$ cat src/rtl/tinyalu_param.sv
`default_nettype none
// ============================================================================
// Module      : tinyalu_param
// Description : Parameterised tiny ALU. Single-cycle ops and a multi-cycle
//               pipelined multiplier share one start/ready/done interface.
// Revision    : 1.0 - initial release
// ============================================================================
module tinyalu_param #(
    parameter int WIDTH       = 8,
    parameter int MULT_STAGES = 3
) (
    input  logic                 clk,
    input  logic                 reset_n,
    input  logic [WIDTH-1:0]     A,
    input  logic [WIDTH-1:0]     B,
    input  logic [2:0]           op,
    input  logic                 start,
    output logic                 ready,
    output logic                 done,
    output logic                 err,
    output logic [2*WIDTH-1:0]   result
);

    localparam int CNT_W = $clog2(MULT_STAGES + 1);
    localparam int SH_W  = $clog2(WIDTH) + 1;

    localparam logic [2:0] c_OP_NOP = 3'b000;
    localparam logic [2:0] c_OP_ADD = 3'b001;
    localparam logic [2:0] c_OP_AND = 3'b010;
    localparam logic [2:0] c_OP_XOR = 3'b011;
    localparam logic [2:0] c_OP_MUL = 3'b100;
    localparam logic [2:0] c_OP_SUB = 3'b101;
    localparam logic [2:0] c_OP_SHL = 3'b110;
    localparam logic [2:0] c_OP_ILL = 3'b111;

    localparam logic [CNT_W-1:0] c_CNT_LOAD = CNT_W'(MULT_STAGES - 1);
    localparam logic [CNT_W-1:0] c_CNT_ONE  = CNT_W'(1);

    logic [CNT_W-1:0]   cnt_q, cnt_d;
    logic               done_q, done_d;
    logic               err_q, err_d;
    logic [2*WIDTH-1:0] result_q, result_d;

    logic               w_accept;
    logic               w_mul_multi;
    logic [2*WIDTH-1:0] w_a2, w_b2;
    logic [2*WIDTH-1:0] w_prod;
    logic [WIDTH:0]     w_sub;
    logic [SH_W-1:0]    w_shamt;
    logic [2*WIDTH-1:0] w_alu;
    logic [2*WIDTH-1:0] w_mul_out;

    assign ready       = (cnt_q == '0);
    assign w_accept    = start && ready;
    assign w_mul_multi = (op == c_OP_MUL) && (MULT_STAGES > 1);

    assign w_a2    = {{WIDTH{1'b0}}, A};
    assign w_b2    = {{WIDTH{1'b0}}, B};
    assign w_prod  = w_a2 * w_b2;
    // Bit WIDTH of the widened difference is the borrow.
    assign w_sub   = {1'b0, A} - {1'b0, B};
    assign w_shamt = B[SH_W-1:0];

    always_comb begin
        w_alu = '0;
        case (op)
            c_OP_ADD: w_alu = w_a2 + w_b2;
            c_OP_AND: w_alu = w_a2 & w_b2;
            c_OP_XOR: w_alu = w_a2 ^ w_b2;
            c_OP_MUL: w_alu = w_prod;
            c_OP_SUB: w_alu = {{(WIDTH-1){1'b0}}, w_sub};
            c_OP_SHL: w_alu = w_a2 << w_shamt;
            default:  w_alu = '0;
        endcase
    end

    generate
        if (MULT_STAGES > 1) begin : g_mul_pipe
            logic [2*WIDTH-1:0] pipe_q [MULT_STAGES-1];

            always_ff @(posedge clk) begin
                if (!reset_n) begin
                    for (int i = 0; i < MULT_STAGES - 1; i++) pipe_q[i] <= '0;
                end else begin
                    if (w_accept && w_mul_multi) pipe_q[0] <= w_prod;
                    for (int i = 1; i < MULT_STAGES - 1; i++) pipe_q[i] <= pipe_q[i-1];
                end
            end

            assign w_mul_out = pipe_q[MULT_STAGES-2];
        end else begin : g_mul_direct
            assign w_mul_out = w_prod;
        end
    endgenerate

    // Accept is only possible with the counter at zero, so the two branches are exclusive.
    always_comb begin
        cnt_d    = cnt_q;
        done_d   = 1'b0;
        err_d    = 1'b0;
        result_d = result_q;
        if (w_accept) begin
            if (w_mul_multi) begin
                cnt_d = c_CNT_LOAD;
            end else if (op != c_OP_NOP) begin
                done_d   = 1'b1;
                err_d    = (op == c_OP_ILL);
                result_d = w_alu;
            end
        end else if (cnt_q != '0) begin
            cnt_d = cnt_q - c_CNT_ONE;
            if (cnt_q == c_CNT_ONE) begin
                done_d   = 1'b1;
                result_d = w_mul_out;
            end
        end
    end

    always_ff @(posedge clk) begin
        if (!reset_n) begin
            cnt_q    <= '0;
            done_q   <= 1'b0;
            err_q    <= 1'b0;
            result_q <= '0;
        end else begin
            cnt_q    <= cnt_d;
            done_q   <= done_d;
            err_q    <= err_d;
            result_q <= result_d;
        end
    end

    assign done   = done_q;
    assign err    = err_q;
    assign result = result_q;

endmodule
`default_nettype wire

$ cat config.mk
export PLATFORM = sky130hd
export DESIGN_NAME = tinyalu_param
export DESIGN_NICKNAME = d
export VERILOG_FILES = /design/src/rtl/tinyalu_param.sv
export SDC_FILE = /design/constraint.sdc
export NUM_CORES = 1
export LEC_CHECK = 0
export CORE_MARGIN = 2
export CORE_UTILIZATION = 55
export DETAILED_ROUTE_END_ITERATION = 12
export GPL_TIMING_DRIVEN = 0
export PLACE_DENSITY = 0.86
export REMOVE_ABC_BUFFERS = 1
export SLEW_MARGIN = 30
export SYNTH_ARGS = -nofsm -noshare
export SYNTH_HDL_FRONTEND = slang
export SYNTH_SLANG_ARGS = --single-unit
export TNS_END_PERCENT = 50
$ cat constraint.sdc
create_clock -name clk -period 6.7 [get_ports clk]
set_input_delay 0.67 -clock clk [delete_from_list [all_inputs] [get_ports clk]]
set_output_delay 0.67 -clock clk [all_outputs]
set_load 0.02 [all_outputs]
# --- Word-level counts from Yosys, hierarchy flattened ---
# Memory sizes are Yosys's and may differ from the RTL's.
# Cells that the tools add are included.
# Widths: inputs -> output; s select.
totals:
  ff_bits: 20
  mem_bits_rw: 32
  n_memories: 1
classes:
  n_eq_ne: 11
  n_mul: 1
  n_shift: 1
  n_reduce_logical: 10
  add_sub_neg: 3
  mux: 21
  n_bitwise: 7
memory_table:
  columns: ["memory", "words", "word_bits", "read_ports", "rd_clocked_by_memory_dff", "wr", "line", "source"]
  rows:
  - ["g_mul_pipe.pipe_q", 2, 16, 2, 0, 2, "79", "logic [2*WIDTH-1:0] pipe_q [MULT_STAGES-1];"]
ops:
  columns: ["cell", "n"]
  rows:
  - ["$mux 16", 7]
  - ["$pmux 16 s5", 1]
  - ["$mul 8x8->16", 1]
  - ["$shl 8x4->16", 1]
  - ["$eq 3x3->1 const B", 4]
  - ["$mux 1", 10]
  - ["$add 8x8->9", 1]
  - ["$sub 8x8->9", 1]
  - ["$and 8x8->8", 1]
  - ["$xor 8x8->8", 1]
  - ["$eq 3x2->1 const B", 2]
  - ["$mux 2", 3]
  - ["$reduce_bool 2->1", 3]
  - ["$ne 2x1->1 const B", 2]
  - ["$reduce_and 4->1", 1]
  - ["$reduce_or 4->1", 1]
  - ["$eq 3x1->1 const B", 1]
  - ["$not 1->1", 3]
  - ["$reduce_bool 3->1", 1]
  - ["$eq 2x1->1 const B", 1]
  - ["$logic_and 1x1->1", 2]
  - ["$logic_not 2->1", 1]
  - ["$ne 2x2->1 const B", 1]
  - ["$or 1x1->1", 2]
  - ["other kinds (2)", 2]

# --- Longest topological paths before layout ---
depth:
  word_depth: 7
  ltp_mapped: 16

# --- Worst setup path before layout ---
# Ideal clock, no wire load.
synth_timing:
  path_type: "input to register"
  from: "input B[2]"
  to: "memory g_mul_pipe.pipe_q[0][15] in the netlist's numbering, data pin"
  slack_ns: 1.830
  arrival_ns: 4.610
  required_time_ns: 6.439
  path_stages: 15
  setup_time_ns: 0.261
  path_buffers: 2
  path_cell_list: "clkbuf_1 > clkbuf_1 > and2_1 > fa_1 > fa_1 > fa_1 > inv_1 > fa_1 > inv_1 > ha_1 > o211ai_1 > a21oi_1 > o211ai_1 > o21ai_0 > a221o_1"
synth_lines:
  columns: ["item", "line", "source"]
  rows:
  - ["from (decl)", "15", "input logic [WIDTH-1:0] B,"]
  - ["to (decl)", "79", null]

==> reports/results.tsv <==
metric	value	unit
ys_types	65	
maxCapViolations	0	
postSynthCellCount	591	
grt-ovfl-total	0	
dp.cells	752	
timing.final.ws_setup	1.201	ns
rsz0062_at_grt	false	
synthSimpleGateAreaFrac	18.44	%
drive_above_1_share	3.668	%
yosys.area_share.xor_xnor	2.253	%
core_area	9684	sq um
slew_headroom	43.76	%
synth_top_area_cell	edfxtp_1	
die_area	10710	sq um
hold_buffers	0	
path_max_fanout	19	
hold_path_class	register to register	
max_freq	181.8	MHz
muxShareOfSynthArea	4.944	%
dpl_worst_slack	0.8266	ns
setup.worst_path.end_class	register	
hold-worst-slack	0.5083	ns
finalSetupTns	0	ns
drt_wl_total	13750	um
antenna_found_initial	0	
grt_max_degree	47	
clk_path_buf_depth	2	
nNetsFinal	742	
cp-start-kind	input port	
cts_setup_buffers	0	
synth_top_family_by_area	adder cells	
syn_area_per_cell	9.207	sq um
place_area	5946	sq um
vias	4525	
layoutNonFillerInstCount	760	
rows	36	
cp.required	6.76	ns
leakagePower	2.683	nW
gp_congestion	0.9231	
criticalPathCategory	input port to register	
die_x	103.5	um
power_density	274.8	nW/um^2
routed_via_density	5.954	
dp_hpwl	10460	um
drtAntennaViolNets	0	
grt_pass1_vias	4700	
cts_buffers	5	
stdcell_area	6062	sq um
yosys_most_used_dff	edfxtp_1	
area_growth	11.40	%
outcome	finished, final reports clean	
crit_arrival	5.56	ns
clock-sinks	52	
diodes	0	
synth_area	5441	sq um
drv_slew	0	
track_usage	28.30	%
finClkSkew	0.008739	ns
synth-async-reset-ratio	0	%
synth_seq_area_share	25.02	%
vdd_drop_max	169.3	uV
grt_pass1_wl	23180	um
synth-seq-cells	52	
io_pins	41	
cts_tree	built	
ys_top_cells_by_area	edfxtp_1 (18%), fa_1 (14%), ha_1 (13%)	
setup_viol	0	
yosys.area.top_type_share	17.66	%
drtIter0Drc	226	
die_height	103.5	um
start_util	56.19	%
worstMarginPinSlew	0.8409	ns
h-tree-depth	2	
final_hold_viol_count	0	
min_period	5.499	ns
port_buffers	40	
cts_resized	0	
insertion_delay	0.31	ns
yosysWarnings	0	
synth_fa_ha_area_share	26.72	%
wl_per_cell	18.10	um
synth_enable_flop_cells	32	
first_pass_iters	5	
clkSlewWorstSetupHoldPaths	0.10	ns
fin_crit_sh	82.08	%
drc	0	
clockRootBuffer	clkbuf_8	
synth_compound_area_share	15.77	%
[flip-flops by register name, indices dropped and copies added (netlist names)]
| signal | cells |
|---|---|
| g_mul_pipe.pipe_q | 32 |
| cnt_q | 2 |
| done | 1 |
| err | 1 |
| result | 16 |
[cells by family (layout without fill, tap and decap cells)]
logic type | after synthesis | after routing
AND/OR/NAND/NOR | 188 | 188
flip-flops | 52 | 52
adder cells (fa/ha/maj) | 94 | 94
other | 1 | 16
AO/OA/AOI/OAI | 129 | 129
buffers and inverters | 92 | 113
XOR/XNOR | 14 | 14
multiplexers | 21 | 21
[area by class of cell]
class                           instances  area, sq um
Clock buffer                            6        82.58
Tap cell                              133        166.4
Sequential cell                        52         1361
Multi-Input combinational cell        462         3771
Fill cell                             824         3622
Timing Repair Buffer                   41        401.6
Clock inverter                          2        38.79
Inverter                               64        240.2
[where the power goes]
group | total, W | switching, W | leakage [nW] | internal (W)
clock network | 0.000231 | 0.000109 | 0.0614 | 0.000122
registers | 0.000479 | 0.0000374 | 0.492 | 0.000441
logic | 0.000956 | 0.000564 | 2.13 | 0.000392
[per-stage QoR]
| step | power [W] | utilization, % |
|---|---|---|
| after floorplan | 0.001128 | - |
| after global placement | 0.001397 | 61.29 |
| after detailed placement | 0.001435 | 61.40 |
| after CTS | 0.001668 | 62.65 |
| after global routing | 0.001819 | 62.60 |
| final | 0.001666 | 62.60 |
[per-layer routing]
metal	wire, um	part of all wire, %	track usage (%)
met3	933	6.8	3.696
met4	388	2.8	9.413
met2	6955	51	49.38
met5	0	0	0
met1	5475	40	36.33
[cells in the final DEF (no fill, tap or decap), drive strengths merged, types with 6 or more instances in the layout]
cell type,n
and2,62
edfxtp,32
a221oi,6
fa,37
clkbuf,6
a211oi,8
xor2,10
nor2,37
ha,57
a21o,10
o21ai,38
nand2b,9
mux2i,13
conb,16
dfxtp,20
clkdlybuf4s50,38
nand2,37
nand3,11
a21oi,27
inv,63
o211ai,6
[cell usage after synthesis, types with 2 or more instances]
library cell	instances
a211oi_1	8
a21o_1	10
a21oi_1	27
a221o_1	2
a221oi_1	6
a31oi_1	4
a32oi_1	3
a41oi_1	2
and2_1	61
and3_1	2
buf_2	4
buf_6	2
clkbuf_1	21
dfxtp_1	20
edfxtp_1	32
fa_1	37
ha_1	57
inv_1	62
mux2_2	4
mux2i_1	13
mux4_1	3
nand2_1	37
nand2b_1	9
nand3_1	11
nand3b_1	5
nor2_1	37
nor2b_1	5
nor3_1	4
nor3b_1	3
o211ai_1	5
o21a_1	4
o21ai_0	38
o221ai_1	4
o22ai_1	2
o41ai_1	2
or3_1	4
xnor2_1	4
xor2_1	10
[path summary, 6_finish.rpt]
path	start	to	slack, ns	cells after the start
min	result[13]	result[13]	0.51	1
min reg2reg	result[13]	result[13]	0.51	1
max reg2reg	cnt_q[1]	result[8]	4.30	7
max	B[3]	g_mul_pipe.pipe_q[0][15]	1.20	14
[worst max-delay path, cell delays in order]
cell and delay, ns:
clkdlybuf4s50_1 0.84, and2_1 0.41, fa_1 0.53, fa_1 0.44, fa_1 0.54, inv_1 0.06, fa_1 0.55, inv_1 0.06
ha_1 0.34, o211ai_1 0.12, a21oi_1 0.09, o211ai_1 0.34, o21ai_0 0.21, a221o_1 0.35
Power figures use the tool's default switching activity.
